$ cat config.mk
export PLATFORM = sky130hd
export DESIGN_NAME = fp_mult_pipe
export DESIGN_NICKNAME = d
export VERILOG_FILES = /design/src/rtl/fp_mult_pipe.sv
export SDC_FILE = /design/constraint.sdc
export NUM_CORES = 2
export LEC_CHECK = 0
export BUFFER_PORTS_ARGS = -buffer_cell sky130_fd_sc_hd__buf_2
export CAP_MARGIN = 20
export CELL_PAD_IN_SITES_DETAIL_PLACEMENT = 1
export CELL_PAD_IN_SITES_GLOBAL_PLACEMENT = 1
export CORE_MARGIN = 8
export CORE_UTILIZATION = 45
export CTS_CLUSTER_DIAMETER = 60
export DETAILED_ROUTE_END_ITERATION = 8
export GPL_TIMING_DRIVEN = 0
export PLACE_DENSITY = 0.85
export SETUP_SLACK_MARGIN = 0.02
export SLEW_MARGIN = 20
export SYNTH_ARGS = -nofsm -noshare
export SYNTH_HDL_FRONTEND = slang
export SYNTH_SLANG_ARGS = --single-unit
$ cat constraint.sdc
create_clock -name clk -period 6.6 [get_ports clk]
set_input_delay 0.33 -clock clk [delete_from_list [all_inputs] [get_ports clk]]
set_output_delay 0.33 -clock clk [all_outputs]
set_load 0.01 [all_outputs]
$ cat src/rtl/fp_mult_pipe.sv
// fp_mult_pipe: 3-stage pipelined IEEE-754 multiplier, RNE, valid/ready.
// Ports: clk, rst_n (sync low), in_valid/in_ready/A/B, out_valid/out_ready/result,
// out_flags {NV,OF,UF,NX} only when FMUL_FLAGS_EN is defined.
module fp_mult_pipe #(
  parameter int EXP_W = 8,
  parameter int MAN_W = 23,
  localparam int XLEN = 1 + EXP_W + MAN_W
) (
  input  logic            clk,
  input  logic            rst_n,
  input  logic            in_valid,
  output logic            in_ready,
  input  logic [XLEN-1:0] A,
  input  logic [XLEN-1:0] B,
  output logic            out_valid,
  input  logic            out_ready,
  output logic [XLEN-1:0] result
`ifdef FMUL_FLAGS_EN
  ,
  output logic [3:0]      out_flags
`endif
);

  localparam int BIAS = 2**(EXP_W-1) - 1;
  localparam int PW   = 2*MAN_W + 2;

  typedef logic signed [EXP_W+1:0] exp_t;

  localparam exp_t EMAX = exp_t'(2**EXP_W - 1);

  localparam logic [XLEN-1:0] QNAN =
    {1'b0, {EXP_W{1'b1}}, 1'b1, {(MAN_W-1){1'b0}}};

  logic adv;
  assign adv      = ~out_valid | out_ready;
  assign in_ready = adv;

  // ---------------- S1: unpack / classify / multiply
  logic             sa, sb;
  logic [EXP_W-1:0] ea, eb;
  logic [MAN_W-1:0] fa, fb;
  logic             za, zb, ia, ib, na, nb;

  assign {sa, ea, fa} = A;
  assign {sb, eb, fb} = B;

  // subnormal inputs collapse to zero
  assign za = (ea == '0);
  assign zb = (eb == '0);
  assign ia = (&ea) & (fa == '0);
  assign ib = (&eb) & (fb == '0);
  assign na = (&ea) & (fa != '0);
  assign nb = (&eb) & (fb != '0);

  logic            sgn_d;
  logic            sp_d;
  logic [XLEN-1:0] spv_d;
  exp_t            e_d;
  logic [PW-1:0]   p_d;

  always_comb begin
    sgn_d = sa ^ sb;
    sp_d  = 1'b1;
    spv_d = {sgn_d, {(XLEN-1){1'b0}}};
    if (na | nb)
      spv_d = QNAN;
    else if ((ia & zb) | (za & ib))
      spv_d = QNAN;
    else if (ia | ib)
      spv_d = {sgn_d, {EXP_W{1'b1}}, {MAN_W{1'b0}}};
    else if (za | zb)
      spv_d = {sgn_d, {(XLEN-1){1'b0}}};
    else
      sp_d = 1'b0;
  end

  assign e_d = exp_t'({2'b00, ea}) + exp_t'({2'b00, eb})
             - exp_t'(BIAS);
  assign p_d = PW'({1'b1, fa}) * PW'({1'b1, fb});

  logic            v1, s1, sp1;
  logic [XLEN-1:0] spv1;
  exp_t            e1;
  logic [PW-1:0]   p1;

  // ---------------- S2: normalise, guard / sticky
  logic             msb;
  exp_t             e2_d;
  logic [MAN_W-1:0] m2_d;
  logic             g2_d, st2_d;

  assign msb  = p1[PW-1];
  assign e2_d = e1 + exp_t'(msb);

  always_comb begin
    if (msb) begin
      m2_d  = p1[PW-2:MAN_W+1];
      g2_d  = p1[MAN_W];
      st2_d = |p1[MAN_W-1:0];
    end else begin
      m2_d  = p1[PW-3:MAN_W];
      g2_d  = p1[MAN_W-1];
      st2_d = |p1[MAN_W-2:0];
    end
  end

  logic             v2, s2, sp2, g2, st2;
  logic [XLEN-1:0]  spv2;
  exp_t             e2;
  logic [MAN_W-1:0] m2;

  // ---------------- S3: round, range check, pack
  logic             rup, cy, ovf, unf;
  exp_t             e3;
  logic [MAN_W-1:0] f3;
  logic [XLEN-1:0]  res_d;

  assign rup = g2 & (st2 | m2[0]);
  // all-ones fraction plus round-up carries into the exponent
  assign cy  = rup & (&m2);
  assign f3  = m2 + MAN_W'(rup);
  assign e3  = e2 + exp_t'(cy);
  assign ovf = (e3 >= EMAX);
  assign unf = (e3 <= exp_t'(0));

  always_comb begin
    if (sp2)
      res_d = spv2;
    else if (ovf)
      res_d = {s2, {EXP_W{1'b1}}, {MAN_W{1'b0}}};
    else if (unf)
      res_d = {s2, {(XLEN-1){1'b0}}};
    else
      res_d = {s2, e3[EXP_W-1:0], f3};
  end

`ifdef FMUL_FLAGS_EN
  logic       nv_d, nv1, nv2;
  logic [3:0] flags_d;

  assign nv_d = ~(na | nb) & ((ia & zb) | (za & ib));

  always_comb begin
    if (sp2)
      flags_d = {nv2, 3'b000};
    else
      flags_d = {1'b0, ovf, unf, ovf | unf | g2 | st2};
  end

  always_ff @(posedge clk) begin
    if (!rst_n) begin
      nv1       <= 1'b0;
      nv2       <= 1'b0;
      out_flags <= '0;
    end else if (adv) begin
      nv1       <= nv_d;
      nv2       <= nv1;
      out_flags <= flags_d;
    end
  end
`endif

  always_ff @(posedge clk) begin
    if (!rst_n) begin
      v1        <= 1'b0;
      s1        <= 1'b0;
      sp1       <= 1'b0;
      spv1      <= '0;
      e1        <= '0;
      p1        <= '0;
      v2        <= 1'b0;
      s2        <= 1'b0;
      sp2       <= 1'b0;
      spv2      <= '0;
      e2        <= '0;
      m2        <= '0;
      g2        <= 1'b0;
      st2       <= 1'b0;
      out_valid <= 1'b0;
      result    <= '0;
    end else if (adv) begin
      v1        <= in_valid;
      s1        <= sgn_d;
      sp1       <= sp_d;
      spv1      <= spv_d;
      e1        <= e_d;
      p1        <= p_d;
      v2        <= v1;
      s2        <= s1;
      sp2       <= sp1;
      spv2      <= spv1;
      e2        <= e2_d;
      m2        <= m2_d;
      g2        <= g2_d;
      st2       <= st2_d;
      out_valid <= v2;
      result    <= res_d;
    end
  end

endmodule
-- After elaboration in Yosys (flattened, before gate mapping)
Index checks and enable logic that the tools add are counted.
W data, S select, Z words.
- add/subtract/negate cells: 5
- multiply operators: 1
- order comparisons: 2
- multiplexer cells: 13
- bitwise logic cells: 16
- reductions and logical operators: 11
- operators by type and width (kind ; count):
    $mux W32 ; 3
    $mux W31 ; 3
    $mul A24 B24 Y48 ; 1
    $logic_not A23 Y1 ; 2
    $reduce_bool A23 Y1 ; 2
    $add A23 B1 Y23 ; 1
    $mux W23 ; 1
    $reduce_and A23 Y1 ; 1
    $reduce_or A23 Y1 ; 1
    $reduce_or A22 Y1 ; 1
    $add A10 B2 Y10 ; 2
    $logic_not A8 Y1 ; 2
    $reduce_and A8 Y1 ; 2
    $ge A10 B9 Y1 const B ; 1
    $le A10 B1 Y1 const B ; 1
    $sub A9 B7 Y10 const B ; 1
    $add A8 B8 Y9 ; 1
    $and A1 B1 Y1 ; 8
    $mux W1 ; 6
    $or A1 B1 Y1 ; 6
    $not A1 Y1 ; 1
    $xor A1 B1 Y1 ; 1
- bits in registers: 196
- bits of input ports: 68
- output and inout port bits: 34
- logic and storage cells: 64

-- Depth between registers and ports, before layout
- depth in word-level cells: 8
- gate-level depth with buffers: 27

-- Worst setup path before layout
Ideal clock, no wire load.
- kind: input to register
- from: in A[8]
- to: reg p1[46]
- setup time: 0.117 ns
- arrival time: 6.639 ns
- required time: 6.483 ns
- slack: -0.156 ns
- stages: 26
- buffers on the path: 3
- path through: clkbuf_1 clkbuf_1 nand2_1 fa_1 fa_1 inv_1 fa_1 inv_1 fa_1 inv_1 fa_1 fa_1 inv_1 fa_1 inv_1 ha_1 buf_2 a21oi_1 o211ai_1 a41oi_1 nor3_1 a21o_1 o21ai_2 a2111oi_1 or4_1 a32o_1
- word-level cells in the longest chain between the ends: 1
- ends and longest elaborated chain (element ; line ; RTL):
    from (decl) ; 13 ; input logic [XLEN-1:0] A,
    $mul A24 B24 Y48 ; 79 ; assign p_d = PW'({1'b1, fa}) * PW'({1'b1, fb});
    to (signal assigned) ; 187 ; p1 <= p_d;
    to (decl) ; 84 ; logic [PW-1:0] p1;
No other way between the ends.
A chain may end at the register's enable or synchronous reset.

-- Worst setup path after layout
- from: in A[4]
- to: reg p1[43]
Same word-level chain as after synthesis.

==> results by group <==
Status
  – Status: finished with violations
  – Failing checks: setup timing

Synthesis
  – Post-synth EDFFs: 0
  – Async SR Flop Fraction: 0%
  – Mapped Avg Cell Area: 8.73 sq um
  – Syn Nets: 3611
  – Yosys warns: 0
  – Synthesized netlist cell count: around 2900
  – #FFs+latches synth: 138
  – Register area share after synthesis: between 10% and 20%
  – Top FF cell, synth: dfxtp_1
  – Synth Cell Area: ~25000 sq um
  – Distinct cell type count after synthesis: 64

Clocking
  – CTS Sinks: 138
  – Clock buffer depth: 2
  – Skew-Pair Late Insertion Delay: 420 ps
  – CTS tree: done
  – CTS H-tree depth: 4
  – Worst-path clk slew: around 50 ps
  – CTS buffer count: 17
  – Clock tree root driver cell: clkbuf_16
  – CTS Hold Bufs: 0

Routing
  – DR DRC count: 0
  – DR iter-0 viols: 1406
  – Total routed wirelength: 97100 microns
  – Final ANT Viol Nets: 0
  – Via Count: between 20000 and 25000
  – 1st-pass router iterations: 7
  – Routed wire per std cell: approximately 25 microns
  – Via density per instance: 5.60

Critical path
  – Reg-to-reg startpoint: m2[2]$_SDFFE_PN0P_
  – Length in cells of the worst reg-to-reg path: 15
  – Worst EP arrival: 6970 ps
  – R2r setup slk: 2660 ps
  – CP endpoint kind: register
  – FF-to-FF End: result[14]$_SDFFE_PN0P_
  – Setup Crit Path Kind: in -> reg
  – Crit path capture: p1[43]$_SDFFE_PN0P_
  – Crit-path max FO: 10
  – Worst Setup SP: A[4]
  – Setup crit start kind: primary input
  – WP data required: between 6000 and 7000 ps

Die
  – Die area: 63400 sq um
  – Die height: 252 microns
  – # rows: 86
  – Die Wd: around 250 microns
  – Core ar.: around 55000 sq um
  – Starting Density: 45.5%
  – Num ports: 102

STA
  – Max Fclk: 0.150 GHz
  – Final Skew: around 8.3 ps
  – Final Cycle Share: 101%
  – Fin crit period: around 6700 ps
  – Hold Vio Cnt, Final: 0
  – Worst slew pin tran: 812 ps
  – Fin. max-slew vios: 0
  – Final setup fails: 6
  – Relative max-transition margin: roughly 46%
  – Fin Hold WS: ~180 ps
  – Setup WS post-layout: -72.6 ps
  – RSZ-0062 raised after global routing: true

Run
  – MaxCap Viol Count: 0

Layout
  – NumNets Final: between 3000 and 4000
  – Commonest non-fill, non-tap cell in the layout: inv_1
  – Seq. cell area: 2760 sq um
  – Syn-to-layout area delta: 17.9%
  – FILL cells: 6273
  – Most frequent cells in the layout: inv_1 (543), fa_1 (458), nand2_1 (444), and2_1 (253), ha_1 (180)
  – Multi-input gate area: between 20000 and 25000 sq um
  – Share of layout cells above drive strength 1: 14.1%

Global routing
  – Vias in the first global route: 24000
  – Grt ovf: 0
  – Initial antenna violation count: 3
  – First-pass GRT wire length: 145000 microns
  – Pin count of the biggest net entering global routing: 17
  – Gr usage total: 30.1%

Placed design
  – DP Wirelength: 76700 microns
  – I/O Buffers: 100
  – Placer Congestion: 0.986
  – Setup WS pre-CTS: -1780 ps

Min path
  – Worst hold path class: in -> reg
## critical path, cell delays in order
cell	delay (ps)
buf_2	130
clkbuf_2	250
and2_1	250
fa_1	540
inv_1	80
fa_1	490
fa_2	400
fa_1	530
inv_2	50
fa_1	510
fa_1	520
inv_2	50
fa_2	550
inv_4	60
ha_4	300
buf_6	100
buf_6	110
nand2_4	60
nor2_4	120
nand4_1	160
o31ai_4	330
buf_6	160
o21ai_4	70
o41ai_4	330
a221oi_2	110
xor2_1	270
o21ai_1	100
## registers in the layout (all words and copies together) (netlist names), 3 cells and up
signal  cells
e1         10
e2         10
spv1        3
result     32
m2         23
spv2        3
p1         48
## routing by layer
metal / vias up / global-route usage, % / routed length [microns]
li1: 9133 / - / -
met1: 10900 / 36.3 / 36400
met2: 1048 / 50.7 / 46300
met3: 339 / 4.96 / 7770
met4: 0 / 17.8 / 6690
met5: - / 0 / 0
## cell families after synthesis
logic type                 synth area share [%]
and+or+nand+nor                            17.4
muxes                                      1.00
adders and majority gates                  48.4
AOI/OAI and AO/OA                          8.27
buffers and inverters                      10.8
xor gates and xnor gates                   3.08
DFF                                        11.0
## timing repair
item	in CTS	in global routing
endpoints found under the hold margin	0	0
setup buffers	40	43
endpoints found under the setup margin	31	19
gates cloned	2	0
gates resized for setup	328	177
pin swaps	38	68
## how the worst min path moves through the flow
stage / start / to / cells after the start
CTS: in_valid / v1$_SDFFE_PN0P_ / 3
global route: in_valid / v1$_SDFFE_PN0P_ / 3
global placement: result[5]$_SDFFE_PN0P_ / result[5]$_SDFFE_PN0P_ / 2
finish: in_valid / v1$_SDFFE_PN0P_ / 3
detailed placement: result[12]$_SDFFE_PN0P_ / result[12]$_SDFFE_PN0P_ / 2
floorplan: p1[38]$_SDFFE_PN0P_ / p1[38]$_SDFFE_PN0P_ / 2
## through the flow
stage | instances | utilization, % | setup TNS (ps) | cell area [sq um]
3_3_place_gp | 3714 | 48.1 | -30490 | 26500
5_1_grt | 3822 | 53.6 | -1240 | 29500
4_1_cts | 3783 | 52.2 | -19.5 | 28700
2_1_floorplan | 2866 | - | 0 | 25000
6_report | 3823 | 53.6 | -224 | 29500
3_5_place_dp | 3714 | 48.1 | -36910 | 26500
## Yosys cell counts (all sizes together), types with 41 or more instances
cell type / number / area [sq um]
xnor2: 41 / 359
o211a: 45 / 450
dfxtp: 138 / 2760
nor2: 90 / 338
inv: 568 / 2140
o21ai: 97 / 493
ha: 194 / 2430
xor2: 47 / 412
fa: 483 / 9670
a21oi: 52 / 260
nand2: 451 / 1690
clkbuf: 125 / 473
and2: 256 / 1600
## final cells by class
| type | count | area share, % |
|---|---|---|
| multi-input combinational | 2014 | 68.3 |
| sequential | 138 | 9.37 |
| inverter | 572 | 7.46 |
| timing repair buffer | 185 | 4.81 |
| buffer | 133 | 4.77 |
| tap | 748 | 3.17 |
| clock buffer | 25 | 1.71 |
| clock inverter | 6 | 0.373 |
| antenna | 2 | 0.0170 |
Power is left out: the tool's default activity adds up to more than one toggle a clock period on the data nets, which glitch-free logic cannot reach.
